**src/rtl/expr_pkg.sv**
```systemverilog
// Shared constants, state encoding and character-class decode for expr_eval.
// Latency: none (types and a combinational helper only).
// Backpressure: not applicable.
package expr_pkg;

  localparam logic [7:0] CH_0    = 8'h30;
  localparam logic [7:0] CH_9    = 8'h39;
  localparam logic [7:0] CH_PLUS = 8'h2B;
  localparam logic [7:0] CH_STAR = 8'h2A;
  localparam logic [7:0] CH_LP   = 8'h28;
  localparam logic [7:0] CH_RP   = 8'h29;

  typedef enum logic [2:0] {
    S_START, S_NUM, S_OP, S_LPAR, S_INUM, S_RPAR, S_IOP, S_ERR
  } state_t;

  typedef enum logic [2:0] {
    C_DIG, C_OP, C_LP, C_RP, C_BAD
  } cls_t;

  // Anything that is not a digit, operator or parenthesis is illegal.
  function automatic cls_t char_class(input logic [7:0] c);
    if (c >= CH_0 && c <= CH_9)            return C_DIG;
    else if (c == CH_PLUS || c == CH_STAR) return C_OP;
    else if (c == CH_LP)                   return C_LP;
    else if (c == CH_RP)                   return C_RP;
    else                                   return C_BAD;
  endfunction

endpackage

```
**src/rtl/expr_eval_term_acc.sv**
```systemverilog
// One precedence level: running sum of completed terms plus the product of the open term.
// Latency: registers update on the edge; value is the post-update level value (combinational).
// Backpressure: none; the op_* strobes are only raised on accepted characters.
module term_acc #(
  parameter int W = 16
) (
  input  logic         clk,
  input  logic         clr,
  input  logic         op_init,
  input  logic         op_plus,
  input  logic         op_operand,
  input  logic [W-1:0] operand,
  output logic [W-1:0] value
);

  logic [W-1:0] sum, prod, sum_nxt, prod_nxt;

  // Next-value select; init wins over '+', which wins over an operand.
  always_comb begin
    sum_nxt  = sum;
    prod_nxt = prod;
    if (op_init) begin
      sum_nxt  = '0;
      prod_nxt = W'(1);
    end else if (op_plus) begin
      sum_nxt  = sum + prod;
      prod_nxt = W'(1);
    end else if (op_operand) begin
      prod_nxt = prod * operand;
    end
  end

  // Accumulator registers; reset to the empty-level identity (0 + 1).
  always_ff @(posedge clk or posedge clr) begin
    if (clr) begin
      sum  <= '0;
      prod <= W'(1);
    end else begin
      sum  <= sum_nxt;
      prod <= prod_nxt;
    end
  end

  // With no strobe raised this is simply the current sum+prod.
  assign value = sum_nxt + prod_nxt;

endmodule

```
**src/rtl/expr_eval.sv**
```systemverilog
// Character-serial evaluator of digit/+/* expressions with one level of parentheses.
// Latency: 1 edge from an accepted character to valid/result/err.
// Backpressure: none; every in_valid cycle is consumed, in_valid=0 cycles hold all state.
module expr_eval
  import expr_pkg::*;
#(
  parameter int W = 16
) (
  input  logic         clk,
  input  logic         clr,
  input  logic         in_valid,
  input  logic [7:0]   in_char,
  output logic         valid,
  output logic [W-1:0] result,
  output logic         err
);

  state_t       state, state_nxt;
  cls_t         cls;
  logic [W-1:0] dig, out_operand, out_val, in_val;
  logic         out_op, out_plus, in_init, in_op, in_plus;
  logic         done_nxt;

  assign cls = char_class(in_char);
  assign dig = W'(in_char - CH_0);

  // Next state and accumulator strobes; an unlisted class in any state lands in S_ERR,
  // and no strobe fires on that edge so both levels freeze.
  always_comb begin
    state_nxt   = state;
    out_op      = 1'b0;
    out_plus    = 1'b0;
    out_operand = dig;
    in_init     = 1'b0;
    in_op       = 1'b0;
    in_plus     = 1'b0;
    if (in_valid) begin
      state_nxt = S_ERR;
      case (state)
        S_START, S_OP: begin
          if (cls == C_DIG) begin
            state_nxt = S_NUM;
            out_op    = 1'b1;
          end else if (cls == C_LP) begin
            state_nxt = S_LPAR;
            in_init   = 1'b1;
          end
        end
        S_NUM, S_RPAR: begin
          if (cls == C_OP) begin
            state_nxt = S_OP;
            out_plus  = (in_char == CH_PLUS);
          end
        end
        S_LPAR, S_IOP: begin
          if (cls == C_DIG) begin
            state_nxt = S_INUM;
            in_op     = 1'b1;
          end
        end
        S_INUM: begin
          if (cls == C_RP) begin
            // The closed group multiplies into the outer term on this same edge.
            state_nxt   = S_RPAR;
            out_op      = 1'b1;
            out_operand = in_val;
          end else if (cls == C_OP) begin
            state_nxt = S_IOP;
            in_plus   = (in_char == CH_PLUS);
          end
        end
        default: state_nxt = S_ERR;
      endcase
    end
  end

  assign done_nxt = (state_nxt == S_NUM) || (state_nxt == S_RPAR);

  term_acc #(.W(W)) u_outer (
    .clk        (clk),
    .clr        (clr),
    .op_init    (1'b0),
    .op_plus    (out_plus),
    .op_operand (out_op),
    .operand    (out_operand),
    .value      (out_val)
  );

  term_acc #(.W(W)) u_inner (
    .clk        (clk),
    .clr        (clr),
    .op_init    (in_init),
    .op_plus    (in_plus),
    .op_operand (in_op),
    .operand    (dig),
    .value      (in_val)
  );

  // State register.
  always_ff @(posedge clk or posedge clr) begin
    if (clr) state <= S_START;
    else     state <= state_nxt;
  end

  // Registered outputs; result only reloads when an accepted character completes an expression.
  always_ff @(posedge clk or posedge clr) begin
    if (clr) begin
      valid  <= 1'b0;
      err    <= 1'b0;
      result <= '0;
    end else if (in_valid) begin
      valid <= done_nxt;
      err   <= (state_nxt == S_ERR);
      if (done_nxt) result <= out_val;
    end
  end

endmodule

```
**config.mk**
```make
export PLATFORM = sky130hd
export DESIGN_NAME = expr_eval
export DESIGN_NICKNAME = d
export VERILOG_FILES = /design/src/rtl/expr_pkg.sv /design/src/rtl/expr_eval_term_acc.sv /design/src/rtl/expr_eval.sv
export SDC_FILE = /design/constraint.sdc
export NUM_CORES = 1
export LEC_CHECK = 0
export BUFFER_PORTS_ARGS = -buffer_cell sky130_fd_sc_hd__buf_2
export CAP_MARGIN = 0
export CORE_MARGIN = 8
export CORE_UTILIZATION = 50
export DETAILED_ROUTE_END_ITERATION = 16
export GPL_TIMING_DRIVEN = 0
export PLACE_DENSITY = 0.7
export SLEW_MARGIN = 20
export SYNTH_ARGS = -nofsm -noshare
export SYNTH_HDL_FRONTEND = slang
export SYNTH_SLANG_ARGS = --single-unit
```
**constraint.sdc**
```tcl
create_clock -name clk -period 14.05 [get_ports clk]
set_clock_uncertainty 0.1 [all_clocks]
set_input_delay 0.7025 -clock clk [delete_from_list [all_inputs] [get_ports clk]]
set_output_delay 0.7025 -clock clk [all_outputs]
set_load 0.02 [all_outputs]
```
==> results.py <==
metrics = {
    "route": {
        "antenna_left": 0,
        "wl_met1_um": 14300,
        "routed_wl_um": 33800,
        "drcViolationCount": 0,
        "drt_pass1_iterations": 5,
        "vias": 10500,
        "via_per_inst": 5.57,
        "wl_met3_um": 1690,
        "met2_length_um": 16500,
        "highest-signal-layer": "met4",
        "drt_iter0_markers": 589,
        "wl_per_cell_um": 17.9,
    },
    "layout": {
        "nFillCells": 2394,
        "layout-area-overhead-vs-synth_pct": 6.78,
        "layout_common_cells": "234 x inv_1, 167 x nand2_1, 152 x fa_1",
        "drive_gt1_share_pct": 6.42,
        "post_layout_nonfiller_instances": 1893,
        "fin_util_pct": 54.3,
        "final_common_cell": "inv_1",
        "diodes": 0,
        "nets": 1860,
    },
    "logic_synthesis": {
        "synthFlopType": "dfrtp_1",
        "synth_fp_nets": 1821,
        "seq_area_frac_synth_pct": 16.1,
        "synth_area_um2": 13300,
        "synth_edf_count": 0,
        "async_flop_share_pct": 100,
        "yosysWarnings": 0,
        "synth_seq_cells": 85,
        "postSynthAreaPerCell_um2": 8.76,
        "syn_inst": 1514,
        "synth_cell_types": 78,
    },
    "setup_path": {
        "worst-endpoint-required_ns": 14.18,
        "crit_arrival_ns": 13.48,
        "start_kind": "primary input",
        "crit_fanout": 10,
        "worst_path_max_delay_cell": "fa_1",
        "endpoint_kind": "register",
        "critical_path.max_stage_delay_ns": 0.58,
        "path_common_cell": "fa_1",
        "path_class": "in -> reg",
    },
    "clocking": {
        "clock-root-buffer": "clkbuf_16",
        "cts_buffers": 9,
        "clkSinkCount": 85,
        "postCtsResizedCells": 0,
        "htreeDepth": 3,
        "post-cts-setup-buffer-count": 0,
        "hold_buffers": 0,
        "clk_pin_slew_ns": 0.08,
        "clock_latency_ns": 0.37,
        "cts_tree": "built",
        "clk_path_buf_depth": 2,
    },
    "timing": {
        "setup_viol": 0,
        "rsz0062_at_grt": "false",
        "max_slew_margin_pct": 32.0,
        "slew_violations": 0,
        "hold_viol": 0,
        "period_minus_slack_ns": 13.35,
        "worst_pin_slew_ns": 1.02,
        "tns_ns": 0,
        "post-route-period-util_pct": 95.0,
        "max_freq_ghz": 0.0749,
        "holdWs_ns": 0.289,
    },
    "pwr": {
        "p_leak_uw": 0.00698,
        "power.switching_uw": 166,
        "p_int_uw": 388,
        "total_power_uw": 554,
        "clkPwrFrac_pct": 45.1,
        "sequentialPowerShare_pct": 44.4,
        "swShare_pct": 29.9,
        "power_density_nw_per_um2": 39.2,
        "ir_drop_v": 0.0000511,
        "pwr-share-comb_pct": 10.5,
    },
    "global_routing": {
        "grt_pass1_vias": 11300,
        "overflow": 0,
        "antenna_found_initial": 0,
        "grt_pass1_wl_um": 56000,
        "grt_max_degree": 47,
        "grt_use_total_pct": 22.1,
    },
    "place": {
        "dp_hpwl_um": 27400,
        "portBuffers": 27,
        "dp_cells": 1877,
        "place.gp.congestion": 0.875,
    },
    "floorplan": {
        "rows": 59,
        "die_w_um": 179,
        "die_h_um": 179,
        "start_util_pct": 50.9,
        "die-area_um2": 32000,
        "num_io_pins": 29,
        "core_area_um2": 26100,
    },
    "status": {
        "outcome": "completed",
    },
    "run": {
        "cap_violations": 0,
    },
    "worst_hold_path": {
        "hold_class": "in -> async",
    },
}
per-stage QoR:
| step | instance area, µm² | setup WS (ns) |
|---|---|---|
| floorplan | 13300 | 2.16 |
| global placement | 13800 | 0.0733 |
| detailed placement | 13800 | 0.447 |
| CTS | 14200 | 0.730 |
| global route | 14200 | 0.142 |
| finish | 14200 | 0.704 |
registers in the layout, summed over array words and instances, names as in the netlist:
register      cells
u_inner.sum      16
state             3
u_outer.sum      16
u_outer.prod     16
valid             1
result           16
err               1
u_inner.prod     16
cells in the mapped netlist, types with 3 or more instances:
| cell | count | area (µm²) |
|---|---|---|
| inv_1 | 235 | 882 |
| nand2_1 | 167 | 627 |
| fa_1 | 152 | 3040 |
| ha_1 | 144 | 1800 |
| nor2_1 | 86 | 323 |
| dfrtp_1 | 83 | 2080 |
| and2_1 | 77 | 482 |
| a21oi_1 | 72 | 360 |
| o21ai_0 | 65 | 325 |
| xnor2_1 | 65 | 569 |
| clkbuf_1 | 42 | 158 |
| nor2b_1 | 38 | 238 |
| xor2_1 | 34 | 298 |
| o21bai_1 | 23 | 173 |
| nand3_1 | 21 | 105 |
| nand2b_1 | 16 | 100 |
| a21o_1 | 15 | 113 |
| mux2i_1 | 14 | 140 |
| nor3_1 | 14 | 70.1 |
| a211oi_1 | 11 | 82.6 |
| and3_2 | 9 | 67.6 |
| o21a_1 | 7 | 52.6 |
| o21ai_1 | 7 | 35.0 |
| o31ai_1 | 7 | 52.6 |
| nand4_1 | 6 | 37.5 |
| a21boi_0 | 5 | 37.5 |
| and3_1 | 5 | 31.3 |
| clkbuf_8 | 5 | 68.8 |
| a31oi_1 | 4 | 25.0 |
| buf_1 | 4 | 15.0 |
| buf_2 | 4 | 20.0 |
| mux2_2 | 4 | 45.0 |
| nor4b_1 | 4 | 35.0 |
| or2_2 | 4 | 25.0 |
| xnor3_1 | 4 | 90.1 |
| a2111oi_2 | 3 | 45.0 |
| a311o_1 | 3 | 30.0 |
| a311oi_1 | 3 | 26.3 |
| and2_2 | 3 | 22.5 |
| o211ai_1 | 3 | 22.5 |
layout make-up:
| cell class | instances | area [µm²] | area share, % |
|---|---|---|---|
| multi-input cells | 1137 | 9970 | 70.5 |
| well taps | 335 | 419 | 2.96 |
| repair buffers | 28 | 155 | 1.10 |
| clock buffers | 9 | 225 | 1.59 |
| plain buffers | 57 | 278 | 1.96 |
| inverters | 235 | 885 | 6.25 |
| clock inverters | 7 | 91.3 | 0.645 |
| flip-flops and latches | 85 | 2130 | 15.0 |
worst max-delay path: cells and delay by family:
kind | cells | cell delay (ns)
simple gates | 7 | 0.74
compound gates | 7 | 1.48
fa+ha+maj | 14 | 6.19
xor+xnor | 14 | 3.51
buf+inv | 5 | 0.81
metal layers:
layer | up-vias | track usage [%]
met5 | - | 0
met4 | 0 | 9.92
met3 | 84 | 2.76
met2 | 311 | 38.4
met1 | 5183 | 27.0
li1 | 4966 | -
cell families (layout without fill, tap and decap cells):
logic type,count (synthesis),count (layout),synth area share (%)
AND/OR/NAND/NOR,465,465,17.3
adder cells (fa/ha/maj),296,296,36.5
buffers and inverters,292,336,8.75
AO/OA/AOI/OAI,252,252,12.3
XOR/XNOR,106,106,7.66
flip-flops,85,85,16.1
multiplexers,18,18,1.40
worst paths after layout:
check / start / endpoint / slack, ns / cells past startpoint
max: in_char[4] / result[15] / 0.70 / 47
min: clr / state[2] / 0.29 / 2
max reg2reg: u_inner.prod[5] / result[15] / 1.54 / 45
min reg2reg: result[2] / result[2] / 0.39 / 2
max in group asynchronous: clr / u_inner.prod[0] / 12.84 / 3
min in group clk: result[2] / result[2] / 0.39 / 2
power groups by stage:
| stage | clock network [µW] | registers, µW | logic, µW |
|---|---|---|---|
| after floorplan | 0 | 251 | 34.3 |
| after global placement | 0 | 251 | 55.3 |
| after detailed placement | 0 | 251 | 57.4 |
| after CTS | 253 | 246 | 57.8 |
| after global routing | 262 | 246 | 63.3 |
| final | 250 | 246 | 58.2 |
Power figures use the tool's default switching activity.
